[src/rtl/unidade_controle_partida.sv]
// Match-level sequencer for ultimate tic-tac-toe: alternates players, validates
// macro/micro picks with retry, enforces a per-selection timeout and ends the match.
module unidade_controle_partida #(
    parameter int TIMEOUT_CYCLES = 5000,
    parameter int MAX_JOGADAS    = 81,
    localparam int TW = $clog2(TIMEOUT_CYCLES),
    localparam int CW = $clog2(MAX_JOGADAS + 1)
) (
    input  logic          clock,
    input  logic          reset,
    input  logic          iniciar,
    input  logic          tem_jogada,
    input  logic          jogada_valida,
    input  logic          macro_livre,
    input  logic          fim_jogo,
    output logic          zeraR_macro,
    output logic          zeraR_micro,
    output logic          zeraEdge,
    output logic          registraR_macro,
    output logic          registraR_micro,
    output logic          carrega_macro_forcado,
    output logic          registra_tabuleiro,
    output logic          jogar_macro,
    output logic          jogar_micro,
    output logic          erro_jogada,
    output logic          jogador,
    output logic          tempo_esgotado,
    output logic          pronto,
    output logic [CW-1:0] contagem,
    output logic [3:0]    db_estado
);

    typedef enum logic [3:0] {
        E_INICIAL        = 4'd0,
        E_PREPARA        = 4'd1,
        E_JOGA_MACRO     = 4'd2,
        E_REGISTRA_MACRO = 4'd3,
        E_VALIDA_MACRO   = 4'd4,
        E_ERRO_MACRO     = 4'd5,
        E_JOGA_MICRO     = 4'd6,
        E_REGISTRA_MICRO = 4'd7,
        E_VALIDA_MICRO   = 4'd8,
        E_ERRO_MICRO     = 4'd9,
        E_GRAVA          = 4'd10,
        E_VERIFICA       = 4'd11,
        E_FORCA_MACRO    = 4'd12,
        E_TIMEOUT        = 4'd13,
        E_FIM            = 4'd14
    } estado_t;

    estado_t        r_estado, w_prox;
    logic [TW-1:0]  r_timer;
    logic [CW-1:0]  r_contagem;
    logic           r_jogador;
    logic           r_tempo_esgotado;
    logic           w_expira;
    logic           w_limite;
    logic           w_em_joga;
    logic           w_entra_joga;

    assign w_expira     = (r_timer == TW'(TIMEOUT_CYCLES - 1)) && !tem_jogada;
    assign w_limite     = (r_contagem == CW'(MAX_JOGADAS));
    assign w_em_joga    = (r_estado == E_JOGA_MACRO) || (r_estado == E_JOGA_MICRO);
    // Any transition into a wait state, including error retries, restarts the timer.
    assign w_entra_joga = ((w_prox == E_JOGA_MACRO) || (w_prox == E_JOGA_MICRO))
                          && (w_prox != r_estado);

    always_comb begin
        w_prox                = r_estado;
        zeraR_macro           = 1'b0;
        zeraR_micro           = 1'b0;
        zeraEdge              = 1'b0;
        registraR_macro       = 1'b0;
        registraR_micro       = 1'b0;
        carrega_macro_forcado = 1'b0;
        registra_tabuleiro    = 1'b0;
        jogar_macro           = 1'b0;
        jogar_micro           = 1'b0;
        erro_jogada           = 1'b0;
        pronto                = 1'b0;
        case (r_estado)
            E_INICIAL: begin
                zeraR_macro = 1'b1;
                zeraR_micro = 1'b1;
                zeraEdge    = 1'b1;
                if (iniciar) w_prox = E_PREPARA;
            end
            E_PREPARA: begin
                zeraR_macro = 1'b1;
                zeraR_micro = 1'b1;
                w_prox      = E_JOGA_MACRO;
            end
            E_JOGA_MACRO: begin
                jogar_macro = 1'b1;
                if (tem_jogada)    w_prox = E_REGISTRA_MACRO;
                else if (w_expira) w_prox = E_TIMEOUT;
            end
            E_REGISTRA_MACRO: begin
                registraR_macro = 1'b1;
                w_prox          = E_VALIDA_MACRO;
            end
            E_VALIDA_MACRO: w_prox = jogada_valida ? E_JOGA_MICRO : E_ERRO_MACRO;
            E_ERRO_MACRO: begin
                erro_jogada = 1'b1;
                w_prox      = E_JOGA_MACRO;
            end
            E_JOGA_MICRO: begin
                jogar_micro = 1'b1;
                if (tem_jogada)    w_prox = E_REGISTRA_MICRO;
                else if (w_expira) w_prox = E_TIMEOUT;
            end
            E_REGISTRA_MICRO: begin
                registraR_micro = 1'b1;
                w_prox          = E_VALIDA_MICRO;
            end
            E_VALIDA_MICRO: w_prox = jogada_valida ? E_GRAVA : E_ERRO_MICRO;
            E_ERRO_MICRO: begin
                erro_jogada = 1'b1;
                w_prox      = E_JOGA_MICRO;
            end
            E_GRAVA: begin
                registra_tabuleiro = 1'b1;
                w_prox             = E_VERIFICA;
            end
            E_VERIFICA: begin
                if (fim_jogo || w_limite) w_prox = E_FIM;
                else if (macro_livre)     w_prox = E_JOGA_MACRO;
                else                      w_prox = E_FORCA_MACRO;
            end
            E_FORCA_MACRO: begin
                carrega_macro_forcado = 1'b1;
                w_prox                = E_JOGA_MICRO;
            end
            E_TIMEOUT: w_prox = E_FIM;
            E_FIM: begin
                pronto = 1'b1;
                if (iniciar) w_prox = E_INICIAL;
            end
            default: w_prox = E_INICIAL;
        endcase
    end

    always_ff @(posedge clock) begin
        if (reset) begin
            r_estado         <= E_INICIAL;
            r_timer          <= '0;
            r_jogador        <= 1'b0;
            r_contagem       <= '0;
            r_tempo_esgotado <= 1'b0;
        end else begin
            r_estado <= w_prox;
            if (w_entra_joga)   r_timer <= '0;
            else if (w_em_joga) r_timer <= r_timer + 1'b1;
            case (r_estado)
                E_PREPARA: begin
                    r_jogador        <= 1'b0;
                    r_contagem       <= '0;
                    r_tempo_esgotado <= 1'b0;
                end
                E_GRAVA:    if (!w_limite) r_contagem <= r_contagem + 1'b1;
                // On timeout the player is left as-is: it identifies the loser.
                E_VERIFICA: if (!fim_jogo && !w_limite) r_jogador <= ~r_jogador;
                E_TIMEOUT:  r_tempo_esgotado <= 1'b1;
                default: ;
            endcase
        end
    end

    assign jogador        = r_jogador;
    assign contagem       = r_contagem;
    assign tempo_esgotado = r_tempo_esgotado;
    assign db_estado      = r_estado;

endmodule

[config.mk]
export PLATFORM = sky130hd
export DESIGN_NAME = unidade_controle_partida
export DESIGN_NICKNAME = d
export VERILOG_FILES = /design/src/rtl/unidade_controle_partida.sv
export SDC_FILE = /design/constraint.sdc
export NUM_CORES = 1
export LEC_CHECK = 0
export BUFFER_PORTS_ARGS = -buffer_cell sky130_fd_sc_hd__buf_2
export CORE_MARGIN = 2
export CORE_UTILIZATION = 30
export CTS_BUF_LIST = sky130_fd_sc_hd__clkbuf_4
export DETAILED_ROUTE_END_ITERATION = 6
export MAX_ROUTING_LAYER = met4
export PLACE_DENSITY = 0.59
export SYNTH_ARGS = -nofsm -noshare
export SYNTH_HDL_FRONTEND = slang
export SYNTH_SLANG_ARGS = --single-unit
[constraint.sdc]
create_clock -name clock -period 2.2 [get_ports clock]
set_clock_uncertainty 0.05 [all_clocks]
set_input_delay 0.55 -clock clock [delete_from_list [all_inputs] [get_ports clock]]
set_output_delay 0.55 -clock clock [all_outputs]
set_load 0.03 [all_outputs]
# Word-level counts from Yosys, hierarchy flattened
# Cells that the tools add are included.
# classes
n_addsub	2
eq_ne	21
n_mux	25
bitwise	1
reduce_logical	20
# ops
cell	n
$pmux 4 s13	1
$eq 4x4->1 const B	7
$mux 4	7
$eq 4x3->1 const B	5
$pmux 7 s2	1
$add 13x1->13 const B	1
$eq 13x13->1 const B	1
$eq 4x2->1 const B	3
$mux 1	11
$reduce_or 2->1	5
$add 7x1->7 const B	1
$eq 7x7->1 const B	1
$mux 7	1
$reduce_bool 2->1	3
$eq 4x1->1 const B	1
$logic_not 4->1	1
$mux 2	2
$ne 2x2->1 const B	2
$ne 4x4->1	1
$pmux 1 s2	2
$reduce_and 2->1	2
$logic_and 1x1->1	3
$logic_not 1->1	3
$logic_or 1x1->1	3
$not 1->1	1
# totals
reg_bits	26
inputBits	7
out_inout_bits	24
word_cells	74

# Longest topological paths before layout
# depth
depth_word	9
depth_mapped	8
depth_no_buf	7

# Worst setup path before layout
# No wires, ideal clock.
# synth_timing
path_kind	register -> output
startpoint	register r_estado[2], in the netlist db_estado[2]
endpoint	output zeraR_micro
arrival_ps	1927
required_ps	1600
path_slack_ps	-327
path_stages_with_launch	5
path_buffers	3
cell_sequence	dfxtp_1 -> clkbuf_1 -> buf_1 -> nor3_1 -> buf_4
# synth_via
elab_chain_len	3
elab_cells_between_ends	4
cone_classes	1 x eq/ne; 1 x mux; 2 x reduce/logical
# synth_lines
element	line_no	rtl
start: declaration	51	estado_t r_estado, w_prox;
start signal: assignment	151	r_estado <= w_prox;
$eq 4x1->1 or $logic_not 4->1 (tied branches)	-	
$reduce_or 2->1 (no source line) (*)	-	
$mux 1 (*)	-	
end: declaration	17	output logic zeraR_micro,
# Mark *: on every way between the ends. The rest lies on a longest branch, timed or not.

# Worst setup path in the final report
# layout_timing
startpoint	register r_estado[3], in the netlist db_estado[3]
endpoint	output erro_jogada
# layout_via
elab_chain_len	3
elab_cells_between_ends	4
cone_classes	2 x eq/ne; 1 x mux; 1 x reduce/logical
# layout_lines
element	line_no	rtl
$eq 4x4->1 or $eq 4x3->1 (tied branches)	81	case (r_estado)
$reduce_or 2->1 (no source line) (*)	-	
$mux 1 (*)	81	
end: declaration	25	output logic erro_jogada,
# Marks and branches as above.

==> flow_summary.toml <==
[status]
status = "finished clean"

[global_routing]
grt_pass1_vias = 1442
grt_max_degree = 20
grt_use_total_pct = 13.5
antenna_found_initial = 0
grt_first_pass_wirelength_um = 6550
globalRouteOverflowTotal = 0

[routing]
wire_per_inst_um = 13.3
drt-total-wl_um = 3970
drtAntennaViolNets = 0
vias_per_cell = 5.02
initialDrtViolationCount = 76
drc = 0
vias = 1496
first_pass_iters = 4

[worst_setup_path]
rr_startpoint = "r_timer[6]$_SDFFE_PP0P_"
start_kind = "flop"
end_kind = "output port"
worstPathMaxFanout = 13
crit_end = "erro_jogada"
critPathArrivalTime_ns = 1.54
critPathRequiredTime_ns = 1.60
slowest_delay_ns = 0.43
timing.critical_path.cells = "buf_4 -> nand2b_1 -> a21oi_1 -> buf_2"
reg2reg_to = "r_timer[7]$_SDFFE_PP0P_"
rr_worst_depth = 6
reg2reg_slack_ns = 0.12
crit_start = "db_estado[3]$_SDFF_PP0_"
slowest_stage = "dfxtp_4"
path_class = "flop to output port"

[floorplanning]
die-area_um2 = 6110
dieHeight_um = 78.2
core_um2 = 5410
die_width_um = 78.2
num_rows = 27
ios = 31
initial_utilization_pct = 30.6

[sta]
slew_headroom_pct = 66.5
worst_slack_ns = 0.0583
worstMarginPinSlew_ns = 0.496
hold_viol_final = 0
slew_violations = 0
grt_setup_unrepaired = "no"
post-route-min-period_ns = 2.14
setup_viol = 0
period_share_pct = 97.4
max_freq_mhz = 467

[clock_network]
tritoncts = "yes"
htreeDepth = 1
clkTransAtPathRegs_ns = 0.15
cts_hold_buf = 0
worstSkewPairLatency_ns = 0.33
cts-root-buf = "clkbuf_4"
cts_made_buffers = 3
post_cts_buffers = 0
cts.path.max_buffers = 2
cts_num_sinks = 26

[yosys]
syn_inst = 188
seq_area_frac_synth_pct = 31.5
syn_avg_cell_area_um2 = 8.79
yosysWarningCount = 0
synth_nets = 198
ys_ff_latch = 26
netlist_area_um2 = 1650
synth.distinct_cells = 49

[placement]
post-place-ws_ns = 0.0230
dpl-instance-area_um2 = 1970
io_buffers = 30
dp_hpwl_um = 2970
dpl.cell_count = 293
gp_congestion = 0.784

[power]
irDropWorstVdd_mv = 0.206
power_leakage_nw = 0.766
power.density_nw_per_um2 = 506

[final_layout]
layout-drive-gt1-share_pct = 35.0
fin_area_um2 = 2070
area_growth_pct = 25.2
n_fill_cell = 560
num_antenna_cells = 0
stdcell_count = 298
layout_common_cells = "buf_2, dfxtp_1, nor2_1, buf_4"
final_common_cell = "buf_2"
final_nets = 237

[min_path]
holdCritPathClass = "flop to flop"

[run]
cap_violations = 0
## cells by family after synthesis
group,share of synthesized area [%]
fa+ha+maj,2.27
flops,31.5
buf+inv,5.15
simple gates,28.6
xor+xnor,9.01
compound gates,21.0
mux,2.50
## what timing repair did
item	CTS	global route
endpoints found under the setup margin	3	16
gates resized for setup	2	12
cloned	0	1
pin swaps	0	1
## report_power, final
| part | leakage (nW) | switching, mW | internal (mW) |
|---|---|---|---|
| Sequential | 0.212 | 0.00904 | 0.478 |
| Combinational | 0.526 | 0.137 | 0.0864 |
| Clock | 0.0279 | 0.151 | 0.184 |
| Total | 0.766 | 0.297 | 0.749 |
## metrics by stage
stage | hold WS (ns) | utilization, % | power, mW | setup TNS, ns
after floorplan | 0.447 | - | 0.645 | -0.0697
after global placement | 0.418 | 36.4 | 0.716 | 0
after detailed placement | 0.430 | 36.4 | 0.716 | 0
after CTS | 0.467 | 37.5 | 1.06 | 0
after global routing | 0.521 | 38.3 | 1.09 | 0
final | 0.460 | 38.3 | 1.05 | 0
## sequential cells by signal, indices dropped and copies added, names as in the netlist
register        flops
db_estado           4
jogador             1
contagem            7
tempo_esgotado      1
r_timer            13
## how the worst min path moves through the flow
stage	startpoint	end	slack, ns	depth (start not counted)
global route	contagem[6]$_SDFFE_PP0P_	contagem[6]$_SDFFE_PP0P_	0.52	2
detailed placement	tempo_esgotado$_SDFFE_PP0P_	tempo_esgotado$_SDFFE_PP0P_	0.43	2
floorplan	r_timer[1]$_SDFFE_PP0P_	r_timer[1]$_SDFFE_PP0P_	0.45	2
global placement	tempo_esgotado$_SDFFE_PP0P_	tempo_esgotado$_SDFFE_PP0P_	0.42	2
finish	tempo_esgotado$_SDFFE_PP0P_	tempo_esgotado$_SDFFE_PP0P_	0.46	2
CTS	tempo_esgotado$_SDFFE_PP0P_	tempo_esgotado$_SDFFE_PP0P_	0.47	2
## cell usage after synthesis (all sizes together)
master	count	area [µm²]
nor4	3	25.0
inv	6	22.5
o21ai	5	25.0
nor4bb	1	10.0
mux2i	3	30.0
a211o	1	8.76
and4bb	1	12.5
a221oi	1	8.76
xor2	6	52.6
or2	1	6.26
o22ai	1	6.26
nand2	9	33.8
nor2b	2	12.5
a311o	1	10.0
or3	2	12.5
nor3	7	35.0
a21oi	10	50.1
or2b	1	8.76
and4	1	8.76
and3b	1	8.76
xnor2	11	96.3
nor4b	1	15.0
nand2b	11	68.8
dfxtp	26	521
and2	3	18.8
and3	4	25.0
nand3	7	35.0
a21o	1	7.51
a211oi	14	150
or4b	2	23.8
nor2	16	60.1
buf	7	47.6
nor3b	2	20.0
clkbuf	4	15.0
a31oi	3	33.8
nand4	5	31.3
ha	3	37.5
o21bai	1	7.51
a2111oi	3	38.8
mux2	1	11.3
## worst max-delay path, delay by kind of cell, from the launching register on
family	cells	cell delay, ns
flip-flops	1	0.43
AO/OA/AOI/OAI	1	0.20
buffers and inverters	2	0.38
AND/OR/NAND/NOR	1	0.21
## layer usage
layer  up-vias  global-route usage [%]  wire length (µm)
li1        760                       -                 -
met1       713                    18.3              1990
met2        21                    21.7              1860
met3         2                    1.03                91
met4         0                    3.68                29
met5         -                       -                 0
## area by class of cell
cell class / count / area [µm²] / area share [%]
multi-input combinational: 145 / 1090 / 52.9
sequential: 26 / 528 / 25.5
timing repair buffer: 45 / 282 / 13.6
tap: 72 / 90.1 / 4.36
clock inverter: 1 / 30.0 / 1.45
clock buffer: 3 / 22.5 / 1.09
inverter: 6 / 22.5 / 1.09
No activity file was read; power rests on OpenSTA's default activity.
